File: src/rtl/muldiv_arbiter.sv
// Round-robin arbiter sharing one divider and one multiplier among
// NREQ requesters; one RV32M operation in flight at a time.
module muldiv_arbiter #(
    parameter int NREQ = 2
) (
    input  logic              clk,
    input  logic              rst_n,
    input  logic [NREQ-1:0]   req_valid,
    input  logic [5*NREQ-1:0] req_op,
    input  logic [32*NREQ-1:0] req_op1,
    input  logic [32*NREQ-1:0] req_op2,
    output logic [NREQ-1:0]   req_ready,
    input  logic [NREQ-1:0]   flush,
    output logic [NREQ-1:0]   resp_valid,
    output logic [31:0]       resp_data,
    input  logic [NREQ-1:0]   resp_ack,
    output logic              busy,
    output logic              div_start,
    output logic              div_is_signed,
    output logic [32:0]       div_dividend,
    output logic [32:0]       div_divisor,
    input  logic              div_ready,
    input  logic              div_valid,
    input  logic [32:0]       div_quotient,
    input  logic [32:0]       div_remainder,
    output logic              mul_start,
    output logic              mul_is_signed,
    output logic [32:0]       mul_multiplicand,
    output logic [32:0]       mul_multiplier,
    input  logic              mul_ready,
    input  logic              mul_valid,
    input  logic [65:0]       mul_product
);

    localparam int PW = (NREQ > 1) ? $clog2(NREQ) : 1;

    localparam logic [4:0] ALU_MUL    = 5'd20;
    localparam logic [4:0] ALU_MULH   = 5'd21;
    localparam logic [4:0] ALU_MULHSU = 5'd22;
    localparam logic [4:0] ALU_MULHU  = 5'd23;
    localparam logic [4:0] ALU_DIV    = 5'd24;
    localparam logic [4:0] ALU_DIVU   = 5'd25;
    localparam logic [4:0] ALU_REM    = 5'd26;
    localparam logic [4:0] ALU_REMU   = 5'd27;

    typedef enum logic [1:0] {
        IDLE,
        ISSUE,
        BUSY,
        RESP
    } state_t;

    function automatic logic is_md(input logic [4:0] op);
        return (op >= ALU_MUL) && (op <= ALU_REMU);
    endfunction

    state_t          state_q, state_d;
    logic [PW-1:0]   owner_q, owner_d;
    logic [PW-1:0]   ptr_q, ptr_d;
    logic [4:0]      op_q, op_d;
    logic            kill_q, kill_d;
    logic            div_start_q, div_start_d;
    logic            mul_start_q, mul_start_d;
    logic            div_signed_q, div_signed_d;
    logic            mul_signed_q, mul_signed_d;
    logic [32:0]     div_a_q, div_a_d;
    logic [32:0]     div_b_q, div_b_d;
    logic [32:0]     mul_a_q, mul_a_d;
    logic [32:0]     mul_b_q, mul_b_d;
    logic [NREQ-1:0] resp_valid_q, resp_valid_d;
    logic [31:0]     resp_data_q, resp_data_d;

    logic [4:0]      op_l [NREQ];
    logic [31:0]     a_l  [NREQ];
    logic [31:0]     b_l  [NREQ];
    logic [NREQ-1:0] elig;
    logic            grant_found;
    logic [PW-1:0]   grant_idx;
    logic [PW:0]     cand;
    logic [4:0]      gop;
    logic [31:0]     ga, gb;
    logic            sa, sb;
    logic            tgt_div;
    logic            unit_valid;
    logic [31:0]     result;
    logic            unused_bits;

    assign unused_bits = ^{div_quotient[32], div_remainder[32],
                           mul_product[65:64]};

    for (genvar i = 0; i < NREQ; i++) begin : g_lane
        assign op_l[i] = req_op[5*i +: 5];
        assign a_l[i]  = req_op1[32*i +: 32];
        assign b_l[i]  = req_op2[32*i +: 32];
        assign elig[i] = req_valid[i] && !flush[i] && is_md(op_l[i]);
    end

    // Pick the first eligible lane after the round-robin pointer.
    always_comb begin
        grant_found = 1'b0;
        grant_idx   = '0;
        cand        = '0;
        for (int k = 1; k <= NREQ; k++) begin
            cand = {1'b0, ptr_q} + (PW+1)'(k);
            if (cand >= (PW+1)'(NREQ)) cand = cand - (PW+1)'(NREQ);
            if (!grant_found && elig[cand[PW-1:0]]) begin
                grant_found = 1'b1;
                grant_idx   = cand[PW-1:0];
            end
        end
    end

    // Format the granted lane's operands to 33 bits.
    always_comb begin
        gop = op_l[grant_idx];
        ga  = a_l[grant_idx];
        gb  = b_l[grant_idx];
        sa  = !(gop == ALU_MULHU || gop == ALU_DIVU || gop == ALU_REMU);
        sb  = (gop == ALU_MUL) || (gop == ALU_MULH) ||
              (gop == ALU_DIV) || (gop == ALU_REM);
    end

    // Select the 32-bit result for the latched operation.
    always_comb begin
        tgt_div    = (op_q >= ALU_DIV);
        unit_valid = tgt_div ? div_valid : mul_valid;
        unique case (op_q)
            ALU_MUL:                         result = mul_product[31:0];
            ALU_MULH, ALU_MULHSU, ALU_MULHU: result = mul_product[63:32];
            ALU_DIV, ALU_DIVU:               result = div_quotient[31:0];
            default:                         result = div_remainder[31:0];
        endcase
    end

    // Next-state logic for the arbiter FSM and its registered outputs.
    always_comb begin
        state_d      = state_q;
        owner_d      = owner_q;
        ptr_d        = ptr_q;
        op_d         = op_q;
        kill_d       = kill_q;
        div_start_d  = 1'b0;
        mul_start_d  = 1'b0;
        div_signed_d = div_signed_q;
        mul_signed_d = mul_signed_q;
        div_a_d      = div_a_q;
        div_b_d      = div_b_q;
        mul_a_d      = mul_a_q;
        mul_b_d      = mul_b_q;
        resp_valid_d = resp_valid_q;
        resp_data_d  = resp_data_q;
        unique case (state_q)
            IDLE: begin
                if (grant_found) begin
                    owner_d = grant_idx;
                    op_d    = gop;
                    kill_d  = 1'b0;
                    state_d = ISSUE;
                    if (gop >= ALU_DIV) begin
                        div_a_d      = {sa & ga[31], ga};
                        div_b_d      = {sb & gb[31], gb};
                        div_signed_d = sa;
                    end else begin
                        mul_a_d      = {sa & ga[31], ga};
                        mul_b_d      = {sb & gb[31], gb};
                        mul_signed_d = sa;
                    end
                end
            end
            ISSUE: begin
                if (flush[owner_q]) begin
                    state_d = IDLE;
                end else if (tgt_div ? div_ready : mul_ready) begin
                    div_start_d = tgt_div;
                    mul_start_d = !tgt_div;
                    state_d     = BUSY;
                end
            end
            BUSY: begin
                if (flush[owner_q]) kill_d = 1'b1;
                if (unit_valid && !(div_start_q || mul_start_q)) begin
                    if (kill_q || flush[owner_q]) begin
                        kill_d  = 1'b0;
                        ptr_d   = owner_q;
                        state_d = IDLE;
                    end else begin
                        resp_data_d           = result;
                        resp_valid_d[owner_q] = 1'b1;
                        state_d               = RESP;
                    end
                end
            end
            RESP: begin
                if (flush[owner_q] || resp_ack[owner_q]) begin
                    resp_valid_d = '0;
                    ptr_d        = owner_q;
                    state_d      = IDLE;
                end
            end
            default: state_d = IDLE;
        endcase
    end

    // State and output registers.
    always_ff @(posedge clk or negedge rst_n) begin
        if (!rst_n) begin
            state_q      <= IDLE;
            owner_q      <= '0;
            ptr_q        <= PW'(NREQ - 1);
            op_q         <= '0;
            kill_q       <= 1'b0;
            div_start_q  <= 1'b0;
            mul_start_q  <= 1'b0;
            div_signed_q <= 1'b0;
            mul_signed_q <= 1'b0;
            div_a_q      <= '0;
            div_b_q      <= '0;
            mul_a_q      <= '0;
            mul_b_q      <= '0;
            resp_valid_q <= '0;
            resp_data_q  <= '0;
        end else begin
            state_q      <= state_d;
            owner_q      <= owner_d;
            ptr_q        <= ptr_d;
            op_q         <= op_d;
            kill_q       <= kill_d;
            div_start_q  <= div_start_d;
            mul_start_q  <= mul_start_d;
            div_signed_q <= div_signed_d;
            mul_signed_q <= mul_signed_d;
            div_a_q      <= div_a_d;
            div_b_q      <= div_b_d;
            mul_a_q      <= mul_a_d;
            mul_b_q      <= mul_b_d;
            resp_valid_q <= resp_valid_d;
            resp_data_q  <= resp_data_d;
        end
    end

    // Accept strobe is only offered in IDLE and never while in reset.
    assign req_ready = (state_q == IDLE && rst_n && grant_found)
                     ? (NREQ'(1) << grant_idx) : '0;

    assign busy             = (state_q != IDLE);
    assign resp_valid       = resp_valid_q;
    assign resp_data        = resp_data_q;
    assign div_start        = div_start_q;
    assign div_is_signed    = div_signed_q;
    assign div_dividend     = div_a_q;
    assign div_divisor      = div_b_q;
    assign mul_start        = mul_start_q;
    assign mul_is_signed    = mul_signed_q;
    assign mul_multiplicand = mul_a_q;
    assign mul_multiplier   = mul_b_q;

endmodule

File: config.mk
export PLATFORM = sky130hd
export DESIGN_NAME = muldiv_arbiter
export DESIGN_NICKNAME = d
export VERILOG_FILES = /design/src/rtl/muldiv_arbiter.sv
export SDC_FILE = /design/constraint.sdc
export NUM_CORES = 1
export LEC_CHECK = 0
export ABC_AREA = 1
export CORE_AREA = 8 8 170 172
export DETAILED_ROUTE_END_ITERATION = 8
export DIE_AREA = 0 0 178 180
export PLACE_DENSITY_LB_ADDON = 0.08
export SLEW_MARGIN = 15
export SYNTH_ARGS = -nofsm -noshare
export SYNTH_HDL_FRONTEND = slang
export SYNTH_SLANG_ARGS = --single-unit
File: constraint.sdc
create_clock -name clk -period 5.7 [get_ports clk]
set_input_delay 1.71 -clock clk [delete_from_list [all_inputs] [get_ports clk]]
set_output_delay 1.71 -clock clk [all_outputs]
set_load 0.005 [all_outputs]
---- After elaboration in Yosys (flattened, before gate mapping) ----
Index checks and enable logic that the tools add are counted.
word-level totals
  flip-flop bits (word level) ............. 180
  logic and storage cells ................. 154
  output and inout bits ................... 173
operators by class
  eq/ne operators ......................... 22
  bitwise gates (word level) .............. 6
  reduce and logical (&&, ||, !) cells .... 39
  add/subtract/negate cells ............... 4
  shift operators ......................... 1
  muxes and demuxes ....................... 54
  magnitude comparators ................... 13
operators by type and width
  kind                number
  $mux 32             6
  $pmux 32 s3         1
  $eq 5x5->1 const B  13
  $mux 1              30
  $ge 5x5->1 const B  4
  $mux 2              9
  $mux 5              3
  $reduce_and 4->1    3
  $logic_and 1x1->1   11
  $le 5x5->1 const B  2
  $ne 2x2->1 const B  5
  $reduce_and 3->1    3
  $logic_or 1x1->1    8
  $pmux 2 s4          1
  $ge 2x2->1 const B  3
  $logic_not 1->1     6
  $lt 1x2->1 const B  3
  $reduce_bool 2->1   3
  $eq 2x2->1 const B  2
  $pmux 1 s2          2
  $pmux 2 s2          1
  $reduce_and 2->1    2
  $ne 3x3->1 const B  1
  $reduce_or 3->1     1
  other kinds (13)    16

---- Depth between registers and ports, before layout ----
  depth in word-level cells ............... 18
  depth in mapped cells ................... 13
  mapped depth without buffers ............ 12

---- Least setup slack after synthesis ----
Ideal clock, no wire load.
  kind .................................... in2out
  start ................................... input flush[1]
  end ..................................... output req_ready[1]
  path slack .............................. 1.250 ns
  arrival ................................. 2.740 ns
  buffers on the path ..................... 2
  stages on the path ...................... 9
  cell sequence ........................... inv_1 nand3_1 a21oi_4 nand2_2 inv_2 buf_2 buf_2 nand2_1 nor2_1
on the way
  word-level cells in the longest chain between the ends .. 11
  elaborated cells between the ends (all ways) .. 16
  those cells by class .................... shift: 1; mux: 9; reduce/logical: 6
ends and longest elaborated chain
  element                                           RTL line  text
  start: declaration                                13        input logic [NREQ-1:0] flush,
  $logic_not 1->1 (*)                               95        assign elig[i] = req_valid[i] && !flush[i] && is_md(op_l[i]);
  $logic_and 1x1->1 (*) (2 in series)               95
  $mux 1 (implied by the code) (2 in series)        106       if (!grant_found && elig[cand[PW-1:0]]) begin
  $mux 1                                            106
  $logic_not 1->1                                   106
  $logic_and 1x1->1                                 106
  $mux 1                                            106
  $shl 1x1->2 or $logic_and 1x1->1 (tied branches)  243, 242
  $mux 2 (*)                                        243       ? (NREQ'(1) << grant_idx) : '0;
  end: declaration                                  12        output logic [NREQ-1:0] req_ready,
Every way passes the cells marked *; elsewhere a longest branch is shown, timed or not. The select of a mux whose other input is x is not followed.

---- Worst setup path after layout ----
  start ................................... input flush[1]
  end ..................................... output req_ready[0]
Same word-level chain as after synthesis.

==> flow_summary.yaml <==
yosys:
  synth_area_per_cell_um2: 7.766
  synthCells: 1131
  synth_edf_count: 0
  synthesis.area_mm2: 0.008783
  yosysSeqAreaShare_pct: 51.30
  synth_nets: 1413
  ys_types: 26
  synth_ff_type: "dfrtp_1"
  async_flop_share_pct: 100.0
  yosys_register_bits: 180
  yosys_warnings: 0
worst_setup_path:
  crit_fanout: 5
  startpoint: "flush[1]"
  cp.arrival_ns: 3.58
  required_ns: 3.99
  start_kind: "primary input"
  endpoint_kind: "primary output"
  r2r_start: "op_q[4]"
  critical_path_class: "in2out"
placed_design:
  placed_cells: 1871
  dp_slack_ns: 0.3878
  hpwl_um: 26100
  gp_congestion: 0.7960
  io_buffers: 450
  dpl-instance-area_mm2: 0.01352
clock_tree:
  path_clk_slew_ns: 0.07
  cts_tree: "built"
  cts-hold-fix-buffers: 0
  cts_max_level: 4
  cts.sinks: 180
  cts_made_buffers: 17
  post_cts_buffers: 0
  root_buffer: "clkbuf_16"
  cts_resized: 0
  clock_latency_ns: 0.44
  cts_max_path_buffers: 2
power:
  p_int_mw: 4.151
  powerDensity_mw_per_mm2: 449.4
  pwr-share-comb_pct: 46.1
  fin_total_pwr_mw: 6.343
  p_sw_share_pct: 34.56
  power_frac_seq_pct: 35.2
  power_frac_clock_pct: 18.6
  ir_worst_vdd_mv: 0.2285
  p_sw_mw: 2.192
  p_leak_nw: 6.379
min_path:
  min_from: "mul_multiplicand[19]"
  hold_class: "reg2reg"
die:
  rows: 60
  core_mm2: 0.02635
  die_height_um: 180
  die_area_mm2: 0.03204
  die_w_um: 178
  initial_core_util_pct: 33.33
  ios: 455
sta:
  finalWorstPathRequiredPeriod_ns: 5.286
  drv_slew: 0
  fin_setup_tns_ns: 0
  hold_viol: 0
  finalSetupViolCount: 0
  period_share_pct: 92.73
  max_freq_ghz: 0.1892
  slew_headroom_pct: 24.70
  worst_slew_pin_slew_ns: 1.123
  layout_setup_ws_ns: 0.4144
  fin_skew_ns: 0.01719
  rsz0062_at_grt: "false"
grt:
  grtUsageTotal_pct: 21.34
  antenna_found_initial: 4
  grt_max_degree: 77
  grt_pass1_wl_um: 53270
  overflow: 0
  grt_pass1_vias: 9079
routing:
  ant_nets: 0
  post_drt_wl_per_cell_um: 18.28
  wl_um: 34860
  viasPerCell: 4.715
  drc: 0
  firstDrtPassIters: 5
  drt_iter0_drc: 448
  dr_total_vias: 8991
job:
  max_cap_violations: 0
run_status:
  outcome: "finished clean"
layout:
  final_common_cell: "clkdlybuf4s50_1"
  fin_nets: 1831
  syn_to_final_growth_pct: 60.68
  fin_area_mm2: 0.01411
  final_cell_mix: "clkdlybuf4s50_1 (449), nand2_1 (323), dfrtp_1 (179)"
  drive_gt1_share_pct: 4.545
  fin_cells: 1907
## state kept, by name, indices dropped and copies added (netlist names), 2 cells and up
signal / flops
div_dividend: 33
div_divisor: 33
mul_multiplicand: 33
mul_multiplier: 33
op_q: 5
resp_data: 32
resp_valid: 2
state_q: 2
## logic make-up after synthesis
family,share of synthesized area [%]
AOI/OAI and AO/OA,13.82
DFF,51.30
buffers and inverters,8.120
and+or+nand+nor,26.77
## critical path, stage by stage
cell	delay, ns
clkdlybuf4s50_1	0.39
inv_1	0.07
nand3_1	0.17
a21oi_4	0.22
inv_2	0.05
nand2_2	0.07
nand2_2	0.12
nor3_1	0.17
clkdlybuf4s50_1	0.59
## through the flow
stage / hold WS [ns] / utilization [%]
CTS: 0.4835 / 53.52
finish: 0.4793 / 53.56
global placement: 0.4607 / 51.31
detailed placement: 0.4638 / 51.31
global route: 0.5046 / 53.54
floorplan: 0.4639 / -
## synthesized netlist by cell type, drive strengths merged (3+ instances only)
cell / number / area share [%]
dfrtp: 179 / 51
nor2: 145 / 6.4
buf: 44 / 3.1
o21ai: 81 / 4.6
nand2: 329 / 14
o21a: 27 / 2.3
or2: 3 / 0.21
a21oi: 38 / 2.3
nand3: 100 / 5.7
a31oi: 62 / 4.4
inv: 95 / 4.1
clkbuf: 22 / 0.94
## layout make-up
cell class              instances  area (um^2)
inverters                      95        359.1
well taps                     341        426.7
diodes                          4        10.01
multi-input cells             790         3583
repair buffers                465         4646
clock buffers                  19        452.9
flip-flops and latches        180         4506
fillers                      2567        12240
clock inverters                13        130.1
## path summary, 6_finish.rpt
check                                  endpoint  slack (ns)  cells past startpoint
setup / recovery                   req_ready[0]        0.41                      9
hold / removal             mul_multiplicand[19]        0.48                      2
setup reg to reg                  resp_data[30]        2.61                      8
hold reg to reg            mul_multiplicand[19]        0.48                      2
max in group asynchronous       div_divisor[32]        2.34                      3
min in group asynchronous      div_dividend[21]        1.20                      1
## power groups by stage
stage                     Combinational (mW)  Sequential, mW  Clock, mW
after global placement                  2.97            2.23          0
after floorplan                         1.03            2.29          0
final                                   2.93            2.24       1.18
after CTS                               2.99            2.24       1.22
after global routing                    3.21            2.33       1.27
after detailed placement                2.98            2.26          0
## metal layers
layer	vias to the layer above	GRT usage (%)	wire, um
met1	4133	24.24	13600
li1	4495	-	-
met3	55	7.942	3320
met2	306	35.65	16890
met4	2	8.339	1037
met5	-	0	13
Note: power is estimated with default switching activity, not from simulation.
